==> src/rtl/rom_arbiter_n.sv <==
// rom_arbiter_n: N-channel read arbiter between ROM segment caches and a
// 32-bit SDRAM controller, with an in-order tag queue for outstanding reads
// and a byte-to-word IOCTL download path.
//
// Ports:
//   clk, reset            clock, asynchronous active-high reset
//   ch_req/ch_addr        per-channel read request (level) and word address
//   ch_ack/ch_valid/ch_q  one-hot accept, one-hot data valid, broadcast data
//   ioctl_*               download byte stream (addr, data, index, wr, download)
//   sdram_*               SDRAM controller request/ack/valid/data
//   busy                  tag queue non-empty or download word pending
//   err                   sticky: orphan sdram_valid or dropped download byte
module rom_arbiter_n #(
  parameter int NUM_CH      = 5,
  parameter int ADDR_W      = 23,
  parameter int ARB_MODE    = 0,
  parameter int MAX_PENDING = 2,
  parameter int DL_INDEX    = 0
) (
  input  logic                     clk,
  input  logic                     reset,
  input  logic [NUM_CH-1:0]        ch_req,
  input  logic [NUM_CH*ADDR_W-1:0] ch_addr,
  output logic [NUM_CH-1:0]        ch_ack,
  output logic [NUM_CH-1:0]        ch_valid,
  output logic [31:0]              ch_q,
  input  logic [24:0]              ioctl_addr,
  input  logic [7:0]               ioctl_data,
  input  logic [15:0]              ioctl_index,
  input  logic                     ioctl_wr,
  input  logic                     ioctl_download,
  output logic [ADDR_W-1:0]        sdram_addr,
  output logic [31:0]              sdram_data,
  output logic                     sdram_we,
  output logic                     sdram_req,
  input  logic                     sdram_ack,
  input  logic                     sdram_valid,
  input  logic [31:0]              sdram_q,
  output logic                     busy,
  output logic                     err
);

  localparam int IDX_W = (NUM_CH > 1) ? $clog2(NUM_CH) : 1;
  localparam int PTR_W = (MAX_PENDING > 1) ? $clog2(MAX_PENDING) : 1;
  localparam int CNT_W = $clog2(MAX_PENDING + 1);

  logic [ADDR_W-1:0] chan_addr [NUM_CH];
  logic [IDX_W-1:0]  tag_mem   [MAX_PENDING];
  logic [PTR_W-1:0]  wr_ptr, rd_ptr;
  logic [CNT_W-1:0]  count;
  logic [IDX_W-1:0]  rr_ptr, grant, idx;
  logic              found;
  logic              q_full, q_empty, read_active, read_req, push, pop;

  logic [31:0]       dl_buf, dl_buf_nx;
  logic [ADDR_W-1:0] dl_waddr, dl_waddr_nx;
  logic              dl_pending, dl_pending_nx;
  logic              dl_dirty, dl_dirty_nx;
  logic              dl_prev;
  logic              byte_wr, byte_ok, byte_drop, dl_fall;

  for (genvar g = 0; g < NUM_CH; g++) begin : g_addr
    assign chan_addr[g] = ch_addr[g*ADDR_W +: ADDR_W];
  end

  function automatic logic [PTR_W-1:0] ptr_inc(input logic [PTR_W-1:0] p);
    return (p == PTR_W'(MAX_PENDING - 1)) ? '0 : p + 1'b1;
  endfunction

  // Arbitration: fixed priority from index 0, or round-robin from rr_ptr.
  always_comb begin
    grant = '0;
    found = 1'b0;
    idx   = '0;
    if (ARB_MODE == 0) begin
      for (int unsigned i = 0; i < NUM_CH; i++) begin
        if (!found && ch_req[IDX_W'(i)]) begin
          grant = IDX_W'(i);
          found = 1'b1;
        end
      end
    end else begin
      for (int unsigned off = 0; off < NUM_CH; off++) begin
        idx = IDX_W'((32'(rr_ptr) + off) % 32'(NUM_CH));
        if (!found && ch_req[idx]) begin
          grant = idx;
          found = 1'b1;
        end
      end
    end
  end

  // A partial download word (dl_dirty) also blocks reads, so the cycle in
  // which ioctl_download falls cannot slip a read ahead of the flush.
  assign read_active = !ioctl_download && !dl_pending && !dl_dirty;
  assign q_empty     = (count == '0);
  assign q_full      = (count == CNT_W'(MAX_PENDING));
  assign read_req    = read_active && (|ch_req) && !q_full;
  assign push        = read_req && sdram_ack;
  assign pop         = sdram_valid && !q_empty;

  assign ch_ack   = push ? (NUM_CH'(1) << grant) : '0;
  assign ch_valid = pop ? (NUM_CH'(1) << tag_mem[rd_ptr]) : '0;
  assign ch_q     = sdram_q;
  assign busy     = !q_empty || dl_pending;

  always_comb begin
    sdram_req  = 1'b0;
    sdram_addr = '0;
    sdram_data = '0;
    sdram_we   = 1'b0;
    if (dl_pending) begin
      sdram_req  = 1'b1;
      sdram_addr = dl_waddr;
      sdram_data = dl_buf;
      sdram_we   = (ioctl_index == 16'(DL_INDEX));
    end else if (read_active && (|ch_req)) begin
      sdram_req  = read_req;
      sdram_addr = chan_addr[grant];
    end
  end

  // Download byte assembly; an ack in the same cycle frees the buffer for
  // the incoming byte instead of dropping it.
  assign byte_wr   = ioctl_wr && ioctl_download;
  assign byte_ok   = byte_wr && (!dl_pending || sdram_ack);
  assign byte_drop = byte_wr && dl_pending && !sdram_ack;
  assign dl_fall   = dl_prev && !ioctl_download;

  always_comb begin
    dl_buf_nx     = (dl_pending && sdram_ack) ? '0 : dl_buf;
    dl_pending_nx = dl_pending && !sdram_ack;
    dl_dirty_nx   = dl_dirty;
    dl_waddr_nx   = dl_waddr;
    if (byte_ok) begin
      case (ioctl_addr[1:0])
        2'd0:    dl_buf_nx[7:0]   = ioctl_data;
        2'd1:    dl_buf_nx[15:8]  = ioctl_data;
        2'd2:    dl_buf_nx[23:16] = ioctl_data;
        default: dl_buf_nx[31:24] = ioctl_data;
      endcase
      dl_waddr_nx = ADDR_W'(ioctl_addr[24:2]);
      if (ioctl_addr[1:0] == 2'd3) begin
        dl_pending_nx = 1'b1;
        dl_dirty_nx   = 1'b0;
      end else begin
        dl_dirty_nx   = 1'b1;
      end
    end else if (dl_fall && dl_dirty) begin
      dl_pending_nx = 1'b1;
      dl_dirty_nx   = 1'b0;
    end
  end

  always_ff @(posedge clk or posedge reset) begin
    if (reset) begin
      for (int unsigned i = 0; i < MAX_PENDING; i++) tag_mem[i] <= '0;
      wr_ptr     <= '0;
      rd_ptr     <= '0;
      count      <= '0;
      rr_ptr     <= '0;
      dl_buf     <= '0;
      dl_waddr   <= '0;
      dl_pending <= 1'b0;
      dl_dirty   <= 1'b0;
      dl_prev    <= 1'b0;
      err        <= 1'b0;
    end else begin
      if (push) begin
        tag_mem[wr_ptr] <= grant;
        wr_ptr          <= ptr_inc(wr_ptr);
        rr_ptr          <= (grant == IDX_W'(NUM_CH - 1)) ? '0 : grant + 1'b1;
      end
      if (pop) rd_ptr <= ptr_inc(rd_ptr);
      if (push && !pop)      count <= count + 1'b1;
      else if (!push && pop) count <= count - 1'b1;
      dl_buf     <= dl_buf_nx;
      dl_waddr   <= dl_waddr_nx;
      dl_pending <= dl_pending_nx;
      dl_dirty   <= dl_dirty_nx;
      dl_prev    <= ioctl_download;
      if (byte_drop || (sdram_valid && q_empty)) err <= 1'b1;
    end
  end

endmodule

==> config.mk <==
export PLATFORM = sky130hd
export DESIGN_NAME = rom_arbiter_n
export DESIGN_NICKNAME = d
export VERILOG_FILES = /design/src/rtl/rom_arbiter_n.sv
export SDC_FILE = /design/constraint.sdc
export NUM_CORES = 1
export LEC_CHECK = 0
export BUFFER_PORTS_ARGS = -buffer_cell sky130_fd_sc_hd__buf_4
export CORE_AREA = 4 4 118 120
export CTS_BUF_LIST = sky130_fd_sc_hd__clkbuf_4 sky130_fd_sc_hd__clkbuf_8
export CTS_CLUSTER_DIAMETER = 60
export DETAILED_ROUTE_END_ITERATION = 6
export DIE_AREA = 0 0 122 124
export HOLD_SLACK_MARGIN = 0.02
export MAX_ROUTING_LAYER = met4
export PLACE_DENSITY = 0.7
export SLEW_MARGIN = 20
export SYNTH_ARGS = -nofsm -noshare
export SYNTH_HDL_FRONTEND = slang
export SYNTH_SLANG_ARGS = --single-unit
==> constraint.sdc <==
create_clock -name clk -period 2.05 [get_ports clk]
set_input_delay 0.3075 -clock clk [delete_from_list [all_inputs] [get_ports clk]]
set_output_delay 0.3075 -clock clk [all_outputs]
set_load 0.1 [all_outputs]
==> summary.txt <==
Max incr delay on CP = 0.45 ns
Failing checks = setup timing
Final wirelength = 17910 um
Antenna violations before repair = 0
Most common cell after layout, fill and taps aside = buf_4
First-pass GRT wire length = 25870 um
Clock tree root driver cell = clkbuf_8
Pin count of the biggest net entering global routing = 70
Drt wl/cell = 20.28 um
ANT nets after route = 0
Maximum vdd ir drop = 0.4289 mV
Required time of the critical path = 1.74 ns
P_sw = 2.800 mW
Pre-CTS WS = -0.04292 ns
Clock sinks = 69
RSZ-0062 raised after global routing = true
TNS Setup = -3.636 ns
Full die area = 15130 sq um
IO buf count = 243
Vias in the first global route = 4826
Syn nets = 674
Via count = 4769
Critical-path top delay cell = dfrtp_2
CP Class = reg2out
Status = complete, but fails checks
Worst-margin pin slew = 0.4696 ns
Global route overflow = 0
Multi-input logic area = 2594 sq um
Setup Viol. Count Final = 28
Final instance area = 7515 sq um
Placer congestion estimate = 0.8740
Crit end category = output port
Power per cell area = 833.4 nW/um^2
Dpl hpwl = 13720 um
Cts bufs inserted = 9
Final Net Count = 910
Rows = 42
Hold Buf Count CTS = 0
Avg Synthesized Cell Area = 9.244 sq um
Syn Std Cell Area = 4308 sq um
Clock network power share = 17.9%
Lkg Pwr = 3.328 nW
Share of cells above drive strength 1 = 57.71%
Max Buffers Root-to-Sink = 2
Fin. max-slew vios = 0
Worst reg-to-reg path cell count = 6
Chip Height = 124 um
Slew margin rel. = 68.69%
Worst-path cell chain = nor3_4, buf_6, o221ai_1, o21ai_4, buf_12
N_diodes = 0
Period utilization = 108.7%
1st-iter DRT viols = 379
Fillers = 1092
Sw frac = 44.71%
FF+latch area = 1729 sq um
Worst Setup Start Kind = flop
Cell Int Power = 3.463 mW
Total chip power = 6.263 mW
Worst reg2reg path endpoint = tag_mem[4]
Worst Skew = 0.009307 ns
Register area share after synthesis = 40.08%
Async S/R FF share, synth = 100.0%
Vias per inst = 5.401
Clk_lat worst skew = 0.33 ns
CORE AREA = 12980 sq um
Final Hold Fails = 0
Synth unique cells = 50
Top FF cell, synth = dfrtp_1
Instance count of the mapped netlist = 466
Die width = 122 um
Critical Path Source = dl_pending
CP max FO = 20
Drt pass-1 iters = 5
Minimum clock period = 2.228 ns
CTS tree = yes
Max-Cap Viols = 0
H-tree levels = 3
Top Ports = 308
DRC viols = 0
CP arrival = 1.92 ns
R2R Setup Slk = 0.21 ns
Clk slew on worst S/H paths = 0.08 ns
Combinational share of power = 52.8%
Register bit total from synthesis = 69
Worst r2r src = dl_pending
Initial Util = 33.19%
Sequential power share = 29.3%
Number of synthesized flops with an enable pin = 0
GRT Resource Usage Total = 22.72%
Commonest cells after routing, fill and taps aside = 242 x buf_4, 68 x nand2_1, 67 x dfrtp_1, 39 x buf_12, 32 x o21ai_0
Syn. warnings = 0
Worst min-delay path category = in2async
Worst setup margin = -0.1778 ns
Post-Place Cell Area = 6769 sq um
Synth-to-layout area growth = 74.44%
Max frequency = 448.9 MHz
## power groups by stage
| stage | Sequential (mW) | Combinational (mW) | Clock [mW] |
|---|---|---|---|
| after CTS | 1.82 | 3.25 | 1.16 |
| after detailed placement | 1.84 | 2.92 | 0 |
| after global routing | 1.87 | 3.46 | 1.20 |
| after floorplan | 1.78 | 2.39 | 0 |
| final | 1.84 | 3.31 | 1.12 |
| after global placement | 1.82 | 2.87 | 0 |
## state kept, by name, indices dropped and copies added (netlist names)
name and count:
count 2, dl_buf 32, dl_dirty 1, dl_pending 1, dl_prev 1, dl_waddr 23, err 1, rd_ptr 1
tag_mem 6, wr_ptr 1
## stage by stage
| step | cells | utilization [%] | hold WS (ns) |
|---|---|---|---|
| after global placement | 864 | 52.15 | 0.4231 |
| after CTS | 882 | 56.93 | 0.03974 |
| after detailed placement | 864 | 52.15 | 0.4281 |
| after global routing | 883 | 57.89 | 0.06118 |
| after floorplan | 466 | - | 0.3389 |
| final | 883 | 57.89 | 0.03366 |
## layer usage
layer | GRT usage (%) | vias up | wire (um) | share of wire [%]
met1 | 28.98 | 2335 | 7129 | 40
met4 | 7.843 | 0 | 403 | 2.3
met2 | 36.15 | 262 | 9084 | 51
li1 | - | 2140 | - | -
met3 | 4.723 | 32 | 1293 | 7.2
met5 | - | - | 0 | 0
## cells by family after synthesis
| group | count (synthesis) | synth area share (%) |
|---|---|---|
| adder cells (fa/ha/maj) | 1 | 0.2904 |
| AO/OA/AOI/OAI | 137 | 22.28 |
| flip-flops | 69 | 40.08 |
| XOR/XNOR | 5 | 1.017 |
| multiplexers | 30 | 8.074 |
| buffers and inverters | 75 | 9.788 |
| AND/OR/NAND/NOR | 149 | 18.47 |
## cell type report
cell class                 instances  area share, %
clock inverter                     6         0.8492
timing repair buffer             293          36.60
sequential                        69          23.01
tap                              176          2.930
clock buffer                      10          1.748
inverter                           7         0.3497
multi-input combinational        322          34.52
## worst max path at each step
stage | to | slack (ns) | cells after the start
final | sdram_addr[3] | -0.18 | 5
after global placement | sdram_req | -0.1 | 6
after floorplan | sdram_we | -0.22 | 4
after global routing | sdram_addr[0] | -0.28 | 6
after detailed placement | sdram_req | -0.04 | 6
after CTS | sdram_addr[3] | -0.20 | 5
## synth_stat cells (2+ instances only)
| library cell | instances | area, sq um |
|---|---|---|
| and3_1 | 3 | 18.77 |
| mux2_4 | 3 | 45.04 |
| nor2_2 | 2 | 12.51 |
| nor4b_4 | 2 | 47.55 |
| nand2b_1 | 4 | 25.02 |
| a22oi_1 | 22 | 165.2 |
| nor2_1 | 16 | 60.06 |
| buf_2 | 7 | 35.03 |
| mux2_2 | 23 | 259.0 |
| and2_1 | 33 | 206.5 |
| nand2_1 | 68 | 255.2 |
| buf_4 | 35 | 262.8 |
| mux2_1 | 3 | 33.78 |
| nor4_1 | 4 | 25.02 |
| clkbuf_1 | 25 | 93.84 |
| xnor2_1 | 3 | 26.28 |
| a221oi_1 | 23 | 201.4 |
| o221ai_1 | 22 | 192.7 |
| o31ai_1 | 2 | 15.01 |
| dfrtp_1 | 69 | 1727 |
| xor2_1 | 2 | 17.52 |
| nor3_1 | 4 | 20.02 |
| a21oi_1 | 5 | 25.02 |
| inv_1 | 6 | 22.52 |
| o21ai_0 | 55 | 275.3 |
## critical path, delay by kind of cell (launching register included)
family / cells / cell delay, ns
AOI/OAI and AO/OA: 2 / 0.44
buffers and inverters: 2 / 0.43
DFF: 1 / 0.45
and+or+nand+nor: 1 / 0.24
## timing repair
item                                    4_1_cts  5_1_grt
endpoints found under the setup margin       34       47
resized for setup                            95       26
buffers inserted                              1        0
gates cloned                                  1        2
pin swaps                                     2        2
Power figures use the tool's default switching activity.
